File: src/rtl/mem_stage_pkg.sv
// rtl/mem_stage_pkg.sv - shared constants and encodings for the SRAM-backed memory stage
package mem_stage_pkg;

   localparam int DEF_DATA_W      = 32;
   localparam int DEF_ADDR_W      = 32;
   localparam int DEF_DEST_W      = 4;
   localparam int DEF_SRAM_ADDR_W = 17;
   localparam int DEF_WAIT_STATES = 5;
   localparam int DEF_BASE_ADDR   = 1024;

   typedef logic [1:0] state_t;

   localparam state_t IDLE   = 2'd0;
   localparam state_t ACCESS = 2'd1;
   localparam state_t DONE   = 2'd2;

   localparam logic OP_RD = 1'b0;
   localparam logic OP_WR = 1'b1;

   // Wait counter only ever holds WAIT_STATES-1, so clog2 bits suffice (min 1).
   function automatic int cnt_width(input int ws);
      return (ws > 1) ? $clog2(ws) : 1;
   endfunction

endpackage

File: src/rtl/sram_ctrl.sv
// rtl/sram_ctrl.sv - SRAM access FSM: wait counter, strobes, read-data register, req/ready handshake
module sram_ctrl
   import mem_stage_pkg::*;
#(
   parameter int DATA_W      = DEF_DATA_W,
   parameter int SRAM_ADDR_W = DEF_SRAM_ADDR_W,
   parameter int WAIT_STATES = DEF_WAIT_STATES
)
(
   input  logic                   clk,
   input  logic                   rst,
   input  logic                   req,
   input  logic                   op_wr,
   input  logic [SRAM_ADDR_W-1:0] addr,
   input  logic [DATA_W-1:0]      wdata,
   input  logic [DATA_W-1:0]      rdata,
   output logic                   ready,
   output logic [SRAM_ADDR_W-1:0] sram_addr,
   output logic [DATA_W-1:0]      sram_wdata,
   output logic                   sram_we_n,
   output logic                   sram_oe_n,
   output logic [DATA_W-1:0]      data_out
);

   localparam int              CNT_W    = cnt_width(WAIT_STATES);
   localparam logic [CNT_W-1:0] CNT_LOAD = CNT_W'(WAIT_STATES - 1);

   state_t           state;
   logic             op_q;
   logic [CNT_W-1:0] cnt;

   // sram_addr/sram_wdata are the capture registers themselves, so they hold between accesses.
   always_ff @(posedge clk or negedge rst) begin
      if (!rst) begin
         state      <= IDLE;
         op_q       <= OP_RD;
         cnt        <= '0;
         sram_addr  <= '0;
         sram_wdata <= '0;
         data_out   <= '0;
      end else begin
         case (state)
            IDLE: begin
               if (req) begin
                  op_q       <= op_wr ? OP_WR : OP_RD;
                  sram_addr  <= addr;
                  sram_wdata <= wdata;
                  cnt        <= CNT_LOAD;
                  state      <= ACCESS;
               end
            end
            ACCESS: begin
               if (cnt == '0) begin
                  if (op_q == OP_RD)
                     data_out <= rdata;
                  state <= DONE;
               end else begin
                  cnt <= cnt - 1'b1;
               end
            end
            DONE:    state <= IDLE;
            default: state <= IDLE;
         endcase
      end
   end

   assign sram_we_n = !((state == ACCESS) && (op_q == OP_WR));
   assign sram_oe_n = !((state == ACCESS) && (op_q == OP_RD));
   assign ready     = (state == IDLE) ? !req : (state == DONE);

endmodule

File: src/rtl/mem_stage_sram.sv
// rtl/mem_stage_sram.sv - pipeline MEM stage with wait-stated SRAM port; MEM_PERF_CNT_EN adds perf counters
module mem_stage_sram
   import mem_stage_pkg::*;
#(
   parameter int DATA_W      = DEF_DATA_W,
   parameter int ADDR_W      = DEF_ADDR_W,
   parameter int DEST_W      = DEF_DEST_W,
   parameter int SRAM_ADDR_W = DEF_SRAM_ADDR_W,
   parameter int WAIT_STATES = DEF_WAIT_STATES,
   parameter int BASE_ADDR   = DEF_BASE_ADDR
)
(
   input  logic                   clk,
   input  logic                   rst,
   input  logic [31:0]            pc_in,
   input  logic                   wb_en_in,
   input  logic                   mem_r_en_in,
   input  logic                   mem_w_en_in,
   input  logic [ADDR_W-1:0]      alu_result_in,
   input  logic [DATA_W-1:0]      val_rm,
   input  logic [DEST_W-1:0]      dest_in,
   output logic [31:0]            pc,
   output logic                   wb_en,
   output logic                   mem_r_en,
   output logic [ADDR_W-1:0]      alu_result,
   output logic [DEST_W-1:0]      dest,
   output logic [DATA_W-1:0]      data_mem_out,
   output logic                   ready,
   output logic [SRAM_ADDR_W-1:0] sram_addr,
   output logic [DATA_W-1:0]      sram_wdata,
   input  logic [DATA_W-1:0]      sram_rdata,
   output logic                   sram_we_n,
   output logic                   sram_oe_n
`ifdef MEM_PERF_CNT_EN
   ,
   output logic [31:0]            stall_cycles,
   output logic [31:0]            access_count
`endif
);

   localparam logic [ADDR_W-1:0] BASE = ADDR_W'(BASE_ADDR);

   logic                   req;
   logic [SRAM_ADDR_W-1:0] word_addr;

   assign pc         = pc_in;
   assign wb_en      = wb_en_in;
   assign mem_r_en   = mem_r_en_in;
   assign alu_result = alu_result_in;
   assign dest       = dest_in;

   assign req = mem_r_en_in | mem_w_en_in;
   // Addresses below BASE_ADDR wrap silently; byte offset bits are dropped.
   assign word_addr = SRAM_ADDR_W'((alu_result_in - BASE) >> 2);

   sram_ctrl #(
      .DATA_W      (DATA_W),
      .SRAM_ADDR_W (SRAM_ADDR_W),
      .WAIT_STATES (WAIT_STATES)
   ) u_ctrl (
      .clk        (clk),
      .rst        (rst),
      .req        (req),
      .op_wr      (mem_w_en_in),
      .addr       (word_addr),
      .wdata      (val_rm),
      .rdata      (sram_rdata),
      .ready      (ready),
      .sram_addr  (sram_addr),
      .sram_wdata (sram_wdata),
      .sram_we_n  (sram_we_n),
      .sram_oe_n  (sram_oe_n),
      .data_out   (data_mem_out)
   );

`ifdef MEM_PERF_CNT_EN
   // A stall that starts after a ready cycle is always the IDLE cycle that launches an access.
   logic prev_ready;

   always_ff @(posedge clk or negedge rst) begin
      if (!rst) begin
         stall_cycles <= '0;
         access_count <= '0;
         prev_ready   <= 1'b1;
      end else begin
         prev_ready <= ready;
         if (!ready)
            stall_cycles <= stall_cycles + 32'd1;
         if (!ready && prev_ready)
            access_count <= access_count + 32'd1;
      end
   end
`endif

endmodule

File: config.mk
export PLATFORM = sky130hd
export DESIGN_NAME = mem_stage_sram
export DESIGN_NICKNAME = d
export VERILOG_FILES = /design/src/rtl/mem_stage_pkg.sv /design/src/rtl/sram_ctrl.sv /design/src/rtl/mem_stage_sram.sv
export SDC_FILE = /design/constraint.sdc
export NUM_CORES = 1
export LEC_CHECK = 0
export BUFFER_PORTS_ARGS = -buffer_cell sky130_fd_sc_hd__buf_4
export CORE_AREA = 2 2 113 115
export DETAILED_ROUTE_END_ITERATION = 10
export DIE_AREA = 0 0 115 117
export PLACE_DENSITY = 0.74
export SYNTH_ARGS = -nofsm -noshare
export SYNTH_HDL_FRONTEND = slang
export SYNTH_SLANG_ARGS = --single-unit
File: constraint.sdc
create_clock -name clk -period 1.7 [get_ports clk]
set_input_delay 0.255 -clock clk [delete_from_list [all_inputs] [get_ports clk]]
set_output_delay 0.255 -clock clk [all_outputs]
set_load 0.05 [all_outputs]
==> results of run 1 <==
## power groups by stage
stage	registers, mW	logic, mW	clock network, mW
2_1_floorplan	7.08	2.21	0
3_3_place_gp	3.72	7.56	0
3_5_place_dp	3.76	7.66	0
4_1_cts	3.74	7.66	1.89
5_1_grt	3.86	8.11	1.97
6_report	3.73	7.75	1.83
## per-stage QoR
step | setup TNS, ns | utilization [%]
finish | 0 | 44.4
floorplan | 0 | -
CTS | 0 | 43.6
global route | 0 | 44.4
global placement | 0 | 41.3
detailed placement | -0.0117 | 41.3
## per-layer routing
metal	global-route usage [%]	up-vias	wire length (µm)
met1	13.7	1312	3380
met4	9.08	0	276
met2	20.1	126	4780
li1	-	1229	-
met5	0	-	0
met3	4.63	38	727
## final timing paths
path	start	to	slack, ns	cells past startpoint
max	u_ctrl.cnt[0]	u_ctrl.data_out[24]	0.06	7
min	sram_rdata[6]	u_ctrl.data_out[6]	0.14	2
max reg2reg	u_ctrl.cnt[0]	u_ctrl.data_out[24]	0.06	7
min reg2reg	u_ctrl.data_out[6]	u_ctrl.data_out[6]	0.49	1
max in group asynchronous	rst	u_ctrl.cnt[0]	0.82	3
min in group asynchronous	rst	u_ctrl.sram_wdata[9]	0.49	3
## cell families (layout without fill, tap and decap cells)
group	count (synthesis)	in the layout
flops	87	87
mux	75	75
compound gates	23	23
buf+inv	84	221
xor+xnor	2	2
fa+ha+maj	3	3
simple gates	24	24
## repair_timing
action | in CTS | in global routing
hold endpoints to repair | 87 | 0
resized for setup | 0 | 6
setup endpoints to repair | 0 | 32
buffers inserted | 0 | 1
hold buffers | 1 | 0
## sequential cells by signal, summed over array words and instances (netlist names)
| signal | flops |
|---|---|
| u_ctrl.data_out | 32 |
| u_ctrl.sram_wdata | 32 |
| u_ctrl.sram_addr | 17 |
| u_ctrl.cnt | 3 |
| u_ctrl.state | 2 |
| u_ctrl.op_q | 1 |
## cells in the final DEF (no fill, tap or decap), types with 2 or more instances in the layout
master	n
clkinv_4	2
mux2_1	5
a22o_1	2
ha_1	2
inv_1	3
inv_2	2
o21ai_0	3
buf_4	192
mux2_2	69
o31ai_1	3
a31oi_1	5
buf_12	4
or3_1	3
dfrtp_1	87
nand2_1	3
clkbuf_16	11
nand2b_1	2
or4_1	2
clkinvlp_4	4
a21oi_1	7
nor2_1	6
xnor2_1	2
## cell type report
type | count | share of cell area, %
Sequential cell | 87 | 39.8
Clock buffer | 10 | 4.19
Clock inverter | 6 | 0.869
Timing Repair Buffer | 200 | 29.2
Inverter | 5 | 0.343
Tap cell | 150 | 3.43
Multi-Input combinational cell | 127 | 22.2
==> results.tsv, run 1 <==
stage	metric	value	unit
logic_synthesis	Synth area leader	dfrtp_1	
logic_synthesis	ys async rst share	100	%
timing	Max-slew headroom	68.4	%
worst_setup_path	CP required	1.93	ns
logic_synthesis	simple-gate portion of the synthesized area	3.52	%
final_layout	Finished Layout Cells	585	
worst_hold_path	HP Class	primary input to register	
floorplanning	Core ar.	12300	µm²
logic_synthesis	#FFs+latches synth	87	
final_layout	register area	2180	µm²
pwr	Combinational Power Share	58.3	%
detailed_routing	routed via count	2705	
placed_design	I/O Buffers	186	
status	status	complete, no violations	
floorplanning	Rows	41	
pwr	Sw Ratio	48.4	%
floorplanning	initial core utilization	32.1	%
worst_setup_path	CP top delay family	buffers and inverters	
detailed_routing	Initial DRC Count	111	
final_layout	layout overhead on the synthesized area	38.6	%
logic_synthesis	most instantiated cells after synthesis	dfrtp_1 (87), buf_4 (70), mux2_2 (69), buf_2 (8), a21oi_1 (7)	
placed_design	hpwl dp	6.53	mm
final_layout	Ant. Diodes	0	
worst_setup_path	CP Launch Type	register	
detailed_routing	final WL	9.17	mm
global_routing	largest net degree at the start of global routing	88	
timing	Final setup viols	0	
logic_synthesis	Mapped Avg Cell Area	13.2	µm²
worst_setup_path	crit-path cells	inv_2 -> ha_4 -> nand2b_4 -> nor3_4 -> buf_12 -> clkbuf_16 -> mux2_2	
final_layout	layout cells sized above 1	66.9	%
logic_synthesis	Synth area leaders	dfrtp_1 (55%), mux2_2 (20%), buf_4 (13%)	
clock_tree	H-tree depth	3	
logic_synthesis	XOR/XNOR share of the synthesized area	0.444	%
final_layout	# fillers	1118	
pwr	clock share of power	13.7	%
logic_synthesis	cells after synthesis	298	
logic_synthesis	Post-Syn Area	3950	µm²
timing	RSZ-0062 raised after global routing	false	
clock_tree	CTS Root Buffer Type	clkbuf_16	
floorplanning	Die Wd	115	µm
pwr	total power	13.3	mW
timing	fmax	0.611	GHz
global_routing	all-layer global routing usage	12.5	%
placed_design	gpl congestion	0.709	
clock_tree	Worst-Skew Late Latency	0.34	ns
detailed_routing	total iterations of the first detailed-routing run	4	
placed_design	Setup WS pre-CTS	-0.0117	ns
worst_setup_path	crit path capture type	register	
clock_tree	CTS tree	done	
global_routing	initial antenna violation count	0	
placed_design	Placed Area	5080	µm²
pwr	Max IR drop VDD	1190	µV
placed_design	Placed Cells	564	
timing	minimum clock period	1.64	ns
final_layout	Layout Nets	570	
pwr	PwrDens	2430	nW/µm²
floorplanning	Die H	117	µm
worst_setup_path	CP arrival	1.86	ns
logic_synthesis	mux cell area share after synthesis	21.4	%
logic_synthesis	Mapped Nets	438	
timing	final-report max-slew violation count	0	
logic_synthesis	most frequent cell after synthesis	dfrtp_1	
clock_tree	TritonCTS Buffers	9	
logic_synthesis	Synth Area in Compound Gates	3.68	%
global_routing	first-pass GRT wire length	12.9	mm
timing	Setup WS post-layout	0.0631	ns
detailed_routing	Via-to-Cell Ratio	4.62	
timing	worst slew pin tran	0.474	ns
logic_synthesis	Netlist cell types	30	
logic_synthesis	post-synthesis adder-cell area fraction	0.951	%
pwr	LEAKAGE	2.58	nW
pwr	sequential power share	28.0	%
worst_setup_path	Max stage delay cell, worst path	dfrtp_1	
worst_setup_path	Crit path largest cell delay	0.37	ns
pwr	P_sw	6.44	mW
detailed_routing	drt wl/cell	15.7	µm
timing	Worst Skew	0.00601	ns
global_routing	total global routing overflow	0	
worst_setup_path	CP bufs+invs	3	
detailed_routing	drt drc	0	
timing	Final Hold Viols	0	
pwr	P_int	6.86	mW
logic_synthesis	Seq/Total Area, Yosys	55.2	%
logic_synthesis	Main synth FF type	dfrtp_1	
logic_synthesis	largest family of logic cells by synthesized area	multiplexers	
timing	Worst Hold Slack	0.138	ns
logic_synthesis	Synthesis Warnings	0	
detailed_routing	Post-DRT Antenna Nets	0	
global_routing	vias in the first global route	2688	
clock_tree	Clock Pin Slew Worst Setup and Hold Paths	0.06	ns
logic_synthesis	EDFF count, synth	0	
final_layout	area of the multi-input gates	1210	µm²
worst_setup_path	CP Class	register to register	
clock_tree	deepest clock path buffer count	2	
floorplanning	Die ar.	13500	µm²
clock_tree	# clock sinks	87	
worst_setup_path	CP Max Fanout	8	
final_layout	cell area after layout	5470	µm²
logic_synthesis	area share of the largest cell type after synthesis	55.2	%
run	max-cap viol count	0	
floorplanning	I/O Pins	291	
timing	crit share post-route	96.3	%
Power figures use the tool's default switching activity.
==> run 2, diff against run 1 <==
PLACE_DENSITY = 0.71   (was 0.74)
clock period = 2.1 ns   (was 1.7 ns; I/O delays follow)
==> results.tsv, run 2 (synthesized netlist as in run 1, its figures left out) <==
stage	metric	value	unit	change
status	status	complete, no violations		
timing	Final Hold Viols	0		unchanged
timing	minimum clock period	1.78	ns	
worst_setup_path	crit path capture type	output port		
clock_tree	CTS tree	done		
global_routing	vias in the first global route	2797		+4.1%
final_layout	Ant. Diodes	0		unchanged
final_layout	area of the multi-input gates	1190	µm²	-1.6%
worst_setup_path	CP Max Fanout	7		-1
worst_setup_path	CP bufs+invs	1		-2
timing	final-report max-slew violation count	0		unchanged
global_routing	initial antenna violation count	0		unchanged
floorplanning	Rows	41		unchanged
worst_setup_path	CP top delay family	simple AND/OR/NAND/NOR gates		
floorplanning	Die ar.	13500	µm²	unchanged
worst_setup_path	crit-path cells	nor2b_1 -> nand2b_1 -> buf_4		
worst_setup_path	CP required	1.78	ns	-0.15 ns
floorplanning	initial core utilization	32.1	%	unchanged
timing	Max-slew headroom	60.6	%	-7.8 points
placed_design	Setup WS pre-CTS	0.283	ns	+0.294 ns
detailed_routing	drt drc	0		unchanged
detailed_routing	Initial DRC Count	116		+4.5%
run	max-cap viol count	0		unchanged
global_routing	first-pass GRT wire length	13.3	mm	+2.9%
timing	worst slew pin tran	0.592	ns	+0.118 ns
detailed_routing	drt wl/cell	15.2	µm	-2.7%
clock_tree	# clock sinks	87		unchanged
worst_setup_path	R2R Setup Slk	0.36	ns	+0.30 ns
final_layout	# fillers	1164		+4.1%
clock_tree	post-CTS setup buffers	0		unchanged
worst_setup_path	CP Class	register to output port		
placed_design	I/O Buffers	186		unchanged
pwr	Max IR drop VDD	929	µV	-22%
clock_tree	H-tree depth	3		unchanged
worst_setup_path	reg2reg path depth	6		-1
floorplanning	Die H	117	µm	unchanged
global_routing	largest net degree at the start of global routing	45		-49%
timing	RSZ-0062 raised after global routing	false		
clock_tree	CTS Root Buffer Type	clkbuf_16		
worst_setup_path	Max stage delay cell, worst path	nor2b_1		
floorplanning	I/O Pins	291		unchanged
detailed_routing	Post-DRT Antenna Nets	0		unchanged
detailed_routing	Via-to-Cell Ratio	4.66		+0.89%
pwr	PwrDens	2000	nW/µm²	-18%
placed_design	gpl congestion	0.728		+2.7%
worst_hold_path	HP Class	primary input to register		
final_layout	layout overhead on the synthesized area	35.8	%	
timing	crit share post-route	84.6	%	
placed_design	hpwl dp	6.72	mm	+2.9%
timing	Worst Skew	0.00557	ns	-0.000444 ns
clock_tree	Clock Pin Slew Worst Setup and Hold Paths	0.06	ns	about the same
clock_tree	CTS Hold Bufs	1		unchanged
timing	Final setup viols	0		unchanged
floorplanning	Core ar.	12300	µm²	unchanged
timing	Setup WS post-layout	0.324	ns	+0.261 ns
detailed_routing	total iterations of the first detailed-routing run	4		unchanged
timing	post-route setup TNS	0	ns	unchanged
clock_tree	deepest clock path buffer count	2		unchanged
pwr	LEAKAGE	2.55	nW	-1.3%
worst_setup_path	CP Depth	3		-4
final_layout	Layout Nets	561		-1.6%
worst_setup_path	Reg2Reg Launch Point	u_ctrl.cnt[0]		
global_routing	total global routing overflow	0		unchanged
worst_setup_path	crit path launch	u_ctrl.state[0]		
timing	fmax	0.563	GHz	
worst_setup_path	Crit path largest cell delay	0.41	ns	+0.04 ns
final_layout	leading cell type in the layout, fill and taps excluded	buf_4		
detailed_routing	final WL	8.78	mm	-4.2%
worst_setup_path	capturing point of the worst reg2reg path	u_ctrl.data_out[25]		
clock_tree	Worst-Skew Late Latency	0.34	ns	about the same
final_layout	Largest regs	u_ctrl.data_out (32), u_ctrl.sram_wdata (32), u_ctrl.sram_addr (17)		
detailed_routing	routed via count	2687		-0.67%
clock_tree	post-CTS sizing	0		unchanged
worst_hold_path	hold path start	sram_rdata[7]		
worst_setup_path	CP Launch Type	register		
worst_setup_path	Worst Setup EP	sram_oe_n		
worst_setup_path	CP arrival	1.46	ns	-0.40 ns
final_layout	layout cells sized above 1	65.3	%	-1.6 points
final_layout	most frequent cells in the layout	buf_4 (187), dfrtp_1 (87), mux2_2 (69), clkbuf_16 (9), a21oi_1 (7)		
global_routing	all-layer global routing usage	12.9	%	+0.37 points
clock_tree	TritonCTS Buffers	9		unchanged
final_layout	register area	2180	µm²	unchanged
floorplanning	Die Wd	115	µm	unchanged
[run 2: cell count changes in the layout (fill, tap and decap cells not counted), moves of 2 or more]
cell / before / now
clkinvlp_4: 4 / 0
clkinv_4: 2 / 0
inv_2: 2 / 0
buf_4: 192 / 187
inv_1: 3 / 5
clkinv_2: 0 / 2
clkbuf_8: 0 / 3
clkbuf_16: 11 / 9
[run 2: final cells by class]
| class | count | area share, % |
|---|---|---|
| Clock buffer | 13 | 5.04 |
| Inverter | 5 | 0.350 |
| Tap cell | 150 | 3.50 |
| Sequential cell | 87 | 40.6 |
| Clock inverter | 3 | 0.747 |
| Timing Repair Buffer | 191 | 27.5 |
| Multi-Input combinational cell | 127 | 22.3 |
[run 2: routing by layer]
| layer | wire [µm] | vias up | part of all wire [%] | global-route usage, % |
|---|---|---|---|---|
| li1 | - | 1206 | - | - |
| met1 | 3230 | 1316 | 37 | 13.4 |
| met2 | 4470 | 124 | 51 | 22.1 |
| met3 | 727 | 41 | 8.3 | 4.07 |
| met4 | 361 | 0 | 4.1 | 9.16 |
| met5 | 0 | - | 0 | 0 |
[run 2: per-stage QoR]
step	area, µm²	power [mW]	utilization, %	hold slack, ns	std cells
2_1_floorplan	3950	7.52	-	0.0194	298
3_3_place_gp	5040	9.08	40.9	0.342	559
3_5_place_dp	5040	9.20	40.9	0.357	559
4_1_cts	5360	10.9	43.5	0.177	576
5_1_grt	5360	11.3	43.5	0.195	576
6_report	5360	10.7	43.5	0.193	576
[run 2: worst min-delay path by stage]
stage | slack (ns) | end | cells past startpoint
3_3_place_gp | 0.34 | u_ctrl.sram_addr[13] | 1
6_report | 0.19 | u_ctrl.data_out[7] | 2
3_5_place_dp | 0.36 | u_ctrl.sram_addr[13] | 1
2_1_floorplan | 0.02 | u_ctrl.cnt[0] | 0
4_1_cts | 0.18 | u_ctrl.data_out[7] | 2
5_1_grt | 0.19 | u_ctrl.sram_wdata[4] | 2
[run 2: worst reg2reg max path: cells and delay by family (launching register included)]
family	cells	cell delay, ns
muxes	1	0.38
adders and majority gates	1	0.18
DFF	1	0.37
buffers and inverters	2	0.34
and+or+nand+nor	2	0.36
[run 2: power breakdown]
group | total, mW | switching (mW) | leakage, nW | internal (mW)
sequential | 2.99 | 0.458 | 1.03 | 2.53
combinational | 6.11 | 4.02 | 1.36 | 2.09
clock | 1.65 | 0.633 | 0.156 | 1.02
total | 10.7 | 5.11 | 2.55 | 5.64
==> run 3, diff against run 2 <==
CORE_AREA = 2 2 114 116   (was 2 2 113 115)
DIE_AREA = 0 0 116 118   (was 0 0 115 117)
clock period = 1.86 ns   (was 2.1 ns; I/O delays follow)
==> results.tsv, run 3 (synthesized netlist as in run 1, its figures left out) <==
stage	metric	value	unit	change
worst_setup_path	Max stage delay cell, worst path	dfrtp_1		
clock_tree	# clock sinks	87		unchanged
floorplanning	I/O Pins	291		unchanged
worst_setup_path	crit-path cells	nor2b_1 -> nand2b_1 -> buf_4		
timing	fmax	0.572	GHz	
worst_setup_path	Reg2Reg Launch Point	u_ctrl.cnt[0]		
pwr	P_sw	5.75	mW	+13%
final_layout	Finished Layout Cells	597		+3.6%
worst_hold_path	WHS Endpoint	u_ctrl.data_out[6]		
timing	crit share post-route	94.0	%	
floorplanning	Die H	118	µm	+0.85%
detailed_routing	final WL	8.45	mm	-3.7%
pwr	Combinational Power Share	56.6	%	-0.3 points
timing	final-report max-slew violation count	0		unchanged
timing	Setup WS post-layout	0.111	ns	-0.213 ns
floorplanning	Die ar.	13700	µm²	+1.7%
final_layout	leading cell type in the layout, fill and taps excluded	buf_4		
clock_tree	Clock Pin Slew Worst Setup and Hold Paths	0.06	ns	about the same
floorplanning	Die Wd	116	µm	+0.87%
timing	post-route setup TNS	0	ns	unchanged
pwr	P_int	6.42	mW	+14%
detailed_routing	Post-DRT Antenna Nets	0		unchanged
timing	minimum clock period	1.75	ns	
worst_setup_path	CP arrival	1.47	ns	about the same
timing	Worst Skew	0.00369	ns	-0.00188 ns
timing	worst slew pin tran	0.552	ns	-0.0394 ns
worst_hold_path	Hold Path Stages	2		unchanged
worst_setup_path	CP Class	register to output port		
placed_design	gpl congestion	0.708		-2.8%
detailed_routing	Via-to-Cell Ratio	4.45		-4.6%
placed_design	Setup WS pre-CTS	0.106	ns	-0.176 ns
global_routing	vias in the first global route	2775		-0.79%
clock_tree	CTS tree	done		
worst_setup_path	CP Max Fanout	7		unchanged
floorplanning	initial core utilization	31.8	%	-0.26 points
worst_setup_path	CP required	1.58	ns	-0.20 ns
run	max-cap viol count	0		unchanged
placed_design	Placed Cells	581		+3.9%
pwr	total power	12.2	mW	+13%
worst_setup_path	reg2reg path depth	6		unchanged
clock_tree	Worst-Skew Late Latency	0.33	ns	about the same
final_layout	Layout Nets	561		unchanged
final_layout	most frequent cells in the layout	buf_4 (187), dfrtp_1 (87), mux2_2 (69), clkbuf_16 (9), a21oi_1 (7)		
global_routing	initial antenna violation count	0		unchanged
clock_tree	deepest clock path buffer count	2		unchanged
pwr	Sw Ratio	47.3	%	-0.27 points
floorplanning	Rows	41		unchanged
worst_hold_path	HP Class	primary input to register		
clock_tree	CTS Root Buffer Type	clkbuf_16		
pwr	LEAKAGE	2.55	nW	about the same
timing	Final setup viols	0		unchanged
final_layout	Largest regs	u_ctrl.data_out (32), u_ctrl.sram_wdata (32), u_ctrl.sram_addr (17)		
placed_design	I/O Buffers	186		unchanged
worst_setup_path	R2R Setup Slk	0.14	ns	-0.22 ns
worst_setup_path	crit path capture type	output port		
worst_setup_path	Crit path largest cell delay	0.41	ns	about the same
pwr	clock share of power	15.6	%	+0.3 points
worst_hold_path	hold path start	sram_rdata[6]		
clock_tree	H-tree depth	3		unchanged
final_layout	layout cells sized above 1	65.2	%	-0.082 points
detailed_routing	drt drc	0		unchanged
timing	Final Hold Viols	0		unchanged
detailed_routing	drt wl/cell	14.2	µm	-7.1%
timing	Max-slew headroom	63.0	%	+2.5 points
pwr	PwrDens	2260	nW/µm²	+13%
global_routing	first-pass GRT wire length	13.3	mm	+0.21%
timing	RSZ-0062 raised after global routing	false		
worst_setup_path	capturing point of the worst reg2reg path	u_ctrl.data_out[22]		
placed_design	hpwl dp	6.34	mm	-5.7%
worst_setup_path	CP Launch Type	register		
final_layout	layout overhead on the synthesized area	36.6	%	
pwr	sequential power share	27.8	%	about the same
final_layout	# fillers	1201		+3.2%
detailed_routing	total iterations of the first detailed-routing run	4		unchanged
floorplanning	Core ar.	12400	µm²	+0.83%
clock_tree	TritonCTS Buffers	9		unchanged
global_routing	total global routing overflow	0		unchanged
detailed_routing	Initial DRC Count	72		-38%
global_routing	largest net degree at the start of global routing	88		+96%
detailed_routing	routed via count	2658		-1.1%
clock_tree	post-CTS sizing	0		unchanged
status	status	complete, no violations		
pwr	Max IR drop VDD	985	µV	+6.0%
final_layout	Ant. Diodes	0		unchanged
global_routing	all-layer global routing usage	12.4	%	-0.43 points
[run 3: cell type report]
cell class	instances	area (µm²)	area share [%]
Sequential cell	87	2180	40.4
Timing Repair Buffer	191	1470	27.3
Multi-Input combinational cell	127	1190	22.1
Clock buffer	11	243	4.50
Tap cell	172	215	3.99
Clock inverter	4	70.1	1.30
Inverter	5	18.8	0.348
[run 3: power groups by stage]
| stage | clock network (mW) | logic [mW] | registers (mW) |
|---|---|---|---|
| after floorplan | 0 | 2.02 | 6.47 |
| after global placement | 0 | 6.86 | 3.39 |
| after detailed placement | 0 | 6.97 | 3.43 |
| after CTS | 1.96 | 6.97 | 3.41 |
| after global routing | 2.04 | 7.21 | 3.53 |
| final | 1.90 | 6.89 | 3.39 |
[run 3: timing repair]
action	CTS	global route
buffers inserted	0	0
setup endpoints to repair	0	0
hold buffers	1	0
hold endpoints to repair	65	0
[run 3: routing by layer]
layer | track usage [%] | share of wire, % | up-vias | wire length [µm]
li1 | - | - | 1201 | -
met2 | 21.1 | 51 | 139 | 4290
met3 | 4.33 | 9.0 | 30 | 762
met1 | 13.5 | 38 | 1288 | 3180
met4 | 6.47 | 2.7 | 0 | 224
met5 | 0 | 0 | - | 0
[run 3: critical path, delay by kind of cell, from the launching register on]
kind / cells / cell delay, ns
DFF: 1 / 0.41
buffers and inverters: 1 / 0.21
and+or+nand+nor: 2 / 0.52
[run 3: worst max path at each step]
stage | startpoint | endpoint | slack, ns | cells past startpoint
after global routing | u_ctrl.state[0] | sram_we_n | 0.03 | 3
after floorplan | u_ctrl.cnt[0] | u_ctrl.data_out[10] | 0.21 | 6
final | u_ctrl.state[0] | sram_oe_n | 0.11 | 3
after CTS | u_ctrl.state[0] | sram_oe_n | 0.11 | 3
after global placement | alu_result_in[10] | u_ctrl.sram_addr[14] | 0.15 | 6
after detailed placement | alu_result_in[10] | u_ctrl.sram_addr[14] | 0.11 | 6
[run 3: stage by stage]
step / instance area [µm²] / utilization (%) / hold WS (ns)
floorplan: 3950 / - / -0.0166
CTS: 5390 / 43.4 / 0.145
finish: 5390 / 43.4 / 0.163
global placement: 5070 / 40.8 / 0.348
global route: 5390 / 43.4 / 0.155
detailed placement: 5070 / 40.8 / 0.356
